--- config.mk ---
export PLATFORM = sky130hd
export DESIGN_NAME = ifu_fetch_queue
export DESIGN_NICKNAME = d
export VERILOG_FILES = /design/src/rtl/ifu_fetch_queue.sv
export SDC_FILE = /design/constraint.sdc
export NUM_CORES = 1
export LEC_CHECK = 0
export ABC_AREA = 1
export CORE_ASPECT_RATIO = 0.6
export CORE_MARGIN = 3
export CORE_UTILIZATION = 45
export DETAILED_ROUTE_END_ITERATION = 10
export PLACE_DENSITY = 0.73
export REMOVE_ABC_BUFFERS = 1
export SLEW_MARGIN = 10
export SYNTH_ARGS = -nofsm -noshare
export SYNTH_HDL_FRONTEND = slang
export SYNTH_SLANG_ARGS = --single-unit
--- constraint.sdc ---
create_clock -name clk -period 6.5 [get_ports clk]
set_input_delay 0.65 -clock clk [delete_from_list [all_inputs] [get_ports clk]]
set_output_delay 0.65 -clock clk [all_outputs]
set_load 0.02 [all_outputs]
--- src/rtl/ifu_fetch_queue.sv ---
// Instruction-fetch queue: issues IM word reads for pc_in, buffers {pc, instr} in a small FIFO
// and hands the head to decode over valid/ready. pc_ready is only raised when a FIFO slot is
// reserved for the fetch, so a push can never overflow.
// Optional macro IFU_FETCH_EXC_EN adds dec_exc and flags misaligned / out-of-range PCs.
module ifu_fetch_queue #(
    parameter int unsigned DEPTH     = 2,
    parameter int unsigned IM_WORDS  = 4096,
    parameter int unsigned AW        = 12,
    parameter logic [31:0] BASE_ADDR = 32'h0000_3000
) (
    input  logic          clk,
    input  logic          reset,
    input  logic [31:0]   pc_in,
    output logic          pc_ready,
    output logic          im_en,
    output logic [AW-1:0] im_addr,
    input  logic [31:0]   im_rdata,
    input  logic          flush,
    output logic          dec_valid,
    input  logic          dec_ready,
    output logic [31:0]   dec_instr,
    output logic [31:0]   dec_pc
`ifdef IFU_FETCH_EXC_EN
    ,
    output logic          dec_exc
`endif
);

    localparam int unsigned PW = (DEPTH > 1) ? $clog2(DEPTH) : 1;
    localparam int unsigned CW = $clog2(DEPTH + 1);
    // First byte address past the end of the IM, widened so it cannot wrap.
    localparam logic [32:0] IM_LIMIT = {1'b0, BASE_ADDR} + 33'(4 * IM_WORDS);

    logic [PW-1:0] r_rd_ptr;
    logic [PW-1:0] r_wr_ptr;
    logic [CW-1:0] r_count;
    logic          r_inflight;
    logic [31:0]   r_inflight_pc;
    logic [31:0]   r_pc_mem    [DEPTH];
    logic [31:0]   r_instr_mem [DEPTH];

    logic          w_pop;
    logic          w_push;
    logic [CW:0]   w_occ;
    logic [31:0]   w_offset;
    logic [31:0]   w_push_instr;
    logic          w_unused;

`ifdef IFU_FETCH_EXC_EN
    logic r_inflight_exc;
    logic r_exc_mem [DEPTH];
    logic w_fault;
`endif

    // Handshake, space reservation and IM request decode.
    always_comb begin
        dec_valid = !reset && (r_count != '0);
        w_pop     = dec_valid && dec_ready;
        w_push    = r_inflight && !flush && !reset;
        // Slots already owned (stored + in flight) minus the one leaving this cycle.
        w_occ     = {1'b0, r_count} + (CW + 1)'(r_inflight) - (CW + 1)'(w_pop);
        pc_ready  = !reset && !flush && (w_occ < (CW + 1)'(DEPTH));
        w_offset  = pc_in - BASE_ADDR;
        im_addr   = reset ? '0 : w_offset[AW+1:2];
`ifdef IFU_FETCH_EXC_EN
        w_fault   = (pc_in[1:0] != 2'b00) || (pc_in < BASE_ADDR) ||
                    ({1'b0, pc_in} >= IM_LIMIT);
        im_en     = pc_ready && !w_fault;
        w_push_instr = r_inflight_exc ? 32'h0000_0000 : im_rdata;
        w_unused  = ^{w_offset[31:AW+2], w_offset[1:0]};
`else
        im_en     = pc_ready;
        w_push_instr = im_rdata;
        w_unused  = ^{w_offset[31:AW+2], w_offset[1:0], IM_LIMIT};
`endif
    end

    // Head presentation; outputs are forced to zero whenever the head is not valid.
    always_comb begin
        dec_pc    = dec_valid ? r_pc_mem[r_rd_ptr] : 32'h0000_0000;
        dec_instr = dec_valid ? r_instr_mem[r_rd_ptr] : 32'h0000_0000;
`ifdef IFU_FETCH_EXC_EN
        dec_exc   = dec_valid ? r_exc_mem[r_rd_ptr] : 1'b0;
`endif
    end

    // Control state: reset and flush both discard buffered and in-flight fetches.
    always_ff @(posedge clk) begin
        if (reset || flush) begin
            r_count       <= '0;
            r_rd_ptr      <= '0;
            r_wr_ptr      <= '0;
            r_inflight    <= 1'b0;
            r_inflight_pc <= 32'h0000_0000;
`ifdef IFU_FETCH_EXC_EN
            r_inflight_exc <= 1'b0;
`endif
        end else begin
            r_inflight <= pc_ready;
            if (pc_ready) begin
                r_inflight_pc <= pc_in;
`ifdef IFU_FETCH_EXC_EN
                r_inflight_exc <= w_fault;
`endif
            end
            if (w_push) begin
                r_wr_ptr <= r_wr_ptr + PW'(1);
            end
            if (w_pop) begin
                r_rd_ptr <= r_rd_ptr + PW'(1);
            end
            if (w_push && !w_pop) begin
                r_count <= r_count + CW'(1);
            end else if (w_pop && !w_push) begin
                r_count <= r_count - CW'(1);
            end
        end
    end

    // FIFO storage; contents need no reset since they are masked by dec_valid.
    always_ff @(posedge clk) begin
        if (w_push) begin
            r_pc_mem[r_wr_ptr]    <= r_inflight_pc;
            r_instr_mem[r_wr_ptr] <= w_push_instr;
`ifdef IFU_FETCH_EXC_EN
            r_exc_mem[r_wr_ptr]   <= r_inflight_exc;
`endif
        end
    end

endmodule

==> results by group <==
Outcome
  – Outcome: complete, no violations

Clock tree
  – CTS H-Tree Depth: 4
  – Reg clk slew, reported paths: 70 ps
  – CTS resizes: 0
  – Skew-Pair Late Insertion Delay: 410 ps
  – Hold_buf cts: 0
  – CTS sink cnt: 166
  – CTS max path bufs: 2
  – Post-CTS Setup Inserts: 0
  – Clock root buffer: clkbuf_16
  – TritonCTS clock tree: built
  – Num CTS Buffers: 17

Setup path
  – Crit Path Max Fanout: 33
  – Cell Chain, Critical Path: clkdlybuf4s50_1 -> buf_4 -> inv_2 -> nand3_1 -> inv_1 -> ha_1 -> or2_2 -> fa_1 -> inv_1 -> nor2_4 -> buf_4 -> nand2_2 -> inv_1 -> clkdlybuf4s50_1
  – Worst path bufs/invs: 8
  – Worst Path Arrival: 3990 ps
  – Setup crit start kind: input port
  – Setup crit end kind: output pin
  – Max stage delay on crit path: 600 ps
  – Crit Path Class: input port to output pin
  – Crit-path most repeated cell: inv_1
  – CP max-delay cell: clkdlybuf4s50_1
  – CP delay by family, top: buffers and inverters
  – Crit path required time: 5850 ps

Timing
  – Ratio of final minimum period to clock period: 71.4%
  – Rel. slew slack: 22.6%
  – TNS Setup: 0 ps
  – Hold_ws: 446 ps
  – Minimum clock period: 4640 ps
  – Fin. max-slew vios: 0
  – # setup viols final: 0
  – Fin Clk Skew: 13.4 ps
  – RSZ-0062 raised after global routing: no
  – Slew @ Worst Pin: 1160 ps
  – Final hold vios: 0
  – Peak Freq: 0.216 GHz

Finish
  – # diodes: 0
  – P&R area growth vs syn: 31.1%
  – Fin nets: 958
  – Fillers: 1,229
  – Fin util: 62.0%
  – Share of cells above drive strength 1: 10.1%

Floorplanning
  – Row cnt: 34
  – Chip Height: 103 um
  – Starting Density: 47.3%
  – # IOs: 147
  – Die W: 168 um
  – Core Area: 0.0149 mm^2
  – Die area: 0.0173 mm^2

Global route
  – Initial antenna violation count: 1
  – First-pass GRT wire length: 22,900 um
  – Largest net degree at the start of global routing: 129
  – Tot GR Track Use: 17.1%
  – Vias in the first global route: 4,486
  – GR Overflow Total: 0

Detailed routing
  – Iter 0 DRT Violations: 278
  – Drt pass-1 iters: 5
  – Routed WL: 14,400 um
  – Via density: 4.49
  – Vias: 4,932
  – Routed length per instance: 13.1 um
  – Drt drc: 0
  – Post-route ant nets: 0

Synthesis
  – Most used DFF post-synth: edfxtp_1
  – Synth Warn #: 0
  – Cell taking the most area after synthesis: edfxtp_1
  – Avg Inst Size Synth: 9.41 um^2
  – Mapped Cells: 750
  – Async SR Flop Fraction: 0%
  – Top cells by area, synth: edfxtp_1, dfxtp_1, nand2_1
  – Share of the synthesized area in the top cell type: 54.4%
  – Seq cells post-synth: 166
  – Most frequent cell after synthesis: nand2_1
  – Yosys cell types: 22
  – EDFF count, synth: 128
  – Sequential element share of the synthesized area: 65.2%
  – Post-Syn Area: 0.00706 mm^2
  – Commonest cells post-synth: nand2_1, inv_1, edfxtp_1

Place
  – Gp weighted congestion: 0.720
  – I/O Buffers: 146
  – HPWL after DPL: 9090 um

Power and ir drop
  – P per Cell Area: 248 mW/mm^2
  – Pleak: 3.92 nW
  – Peak supply drop: 0.000165 V
  – Power, Total: 2.29 mW

Flow run
  – MaxCap Viol Count: 0

Min path
  – Min-Delay Path Class: flip-flop to flip-flop
==> kinds of logic after synthesis <==
group                      share of synthesized area [%]
and+or+nand+nor                                     16.6
buffers and inverters                               12.5
DFF                                                 65.2
AOI/OAI and AO/OA                                   4.75
adders and majority gates                          0.638
xor gates and xnor gates                           0.355
==> path summary, 6_finish.rpt <==
path | start | endpoint | slack (ps) | cells past startpoint
max | reset | im_en | 1860 | 14
min | r_inflight_pc[21] | r_pc_mem[0][21] | 450 | 0
max reg2reg | r_count[1] | r_inflight_pc[17] | 3360 | 14
min reg2reg | r_inflight_pc[21] | r_pc_mem[0][21] | 450 | 0
==> power breakdown <==
part | leakage [nW] | internal, mW | switching, mW
sequential | 1.50 | 1.16 | 0.0118
combinational | 2.15 | 0.0702 | 0.0731
clock | 0.277 | 0.551 | 0.423
total | 3.92 | 1.79 | 0.508
==> layout by cell type, fill, tap and decap left out, drive strengths merged, types with 3 or more instances in the layout <==
cell / netlist / routed
buf: 26 / 7
clkbuf: 9 / 19
clkdlybuf4s50: 0 / 146
clkinv: 0 / 3
clkinvlp: 0 / 3
dfxtp: 38 / 38
edfxtp: 128 / 128
inv: 184 / 190
nand2: 202 / 202
nand3: 34 / 34
nor2: 53 / 53
o21ai: 65 / 65
==> worst register-to-register path, cell delays in order, from the launching register on <==
cell and delay [ps]:
dfxtp_1 520, inv_2 110, nand2_1 90, nand3_1 110
inv_1 80, ha_1 210, or2_2 300, fa_1 480
inv_1 60, nor2_4 90, buf_4 370, nand2_2 120
buf_4 280, nand2_1 130, nand2_1 70
==> metrics by stage <==
step | area, um^2 | instances | worst slack [ps]
after global placement | 8670 | 1066 | 1900
final | 9250 | 1098 | 1860
after floorplan | 6870 | 715 | 2320
after CTS | 9250 | 1098 | 1840
after global routing | 9250 | 1098 | 1620
after detailed placement | 8670 | 1066 | 1840
==> sequential cells by signal, summed over array words and instances (netlist names), named ones only <==
| name | count |
|---|---|
| r_pc_mem | 64 |
| r_instr_mem | 64 |
| r_rd_ptr | 1 |
| r_count | 2 |
| r_inflight_pc | 32 |
| r_wr_ptr | 1 |
| r_inflight | 1 |
==> layer usage <==
metal	wire (um)	global-route usage, %	vias to the layer above
met5	13	0	-
met4	48	3.33	2
met3	1070	5.06	7
met2	6130	26.7	157
met1	7120	24.1	2198
li1	-	-	2568
==> final cells by class <==
class | count | area (um^2) | area share [%]
clock buffer | 19 | 443 | 4.79
clock inverter | 13 | 139 | 1.50
inverter | 184 | 691 | 7.46
multi-input combinational | 365 | 1610 | 17.4
sequential | 166 | 4610 | 49.8
tap | 198 | 248 | 2.68
timing repair buffer | 153 | 1510 | 16.4
No activity file was read; power rests on OpenSTA's default activity.
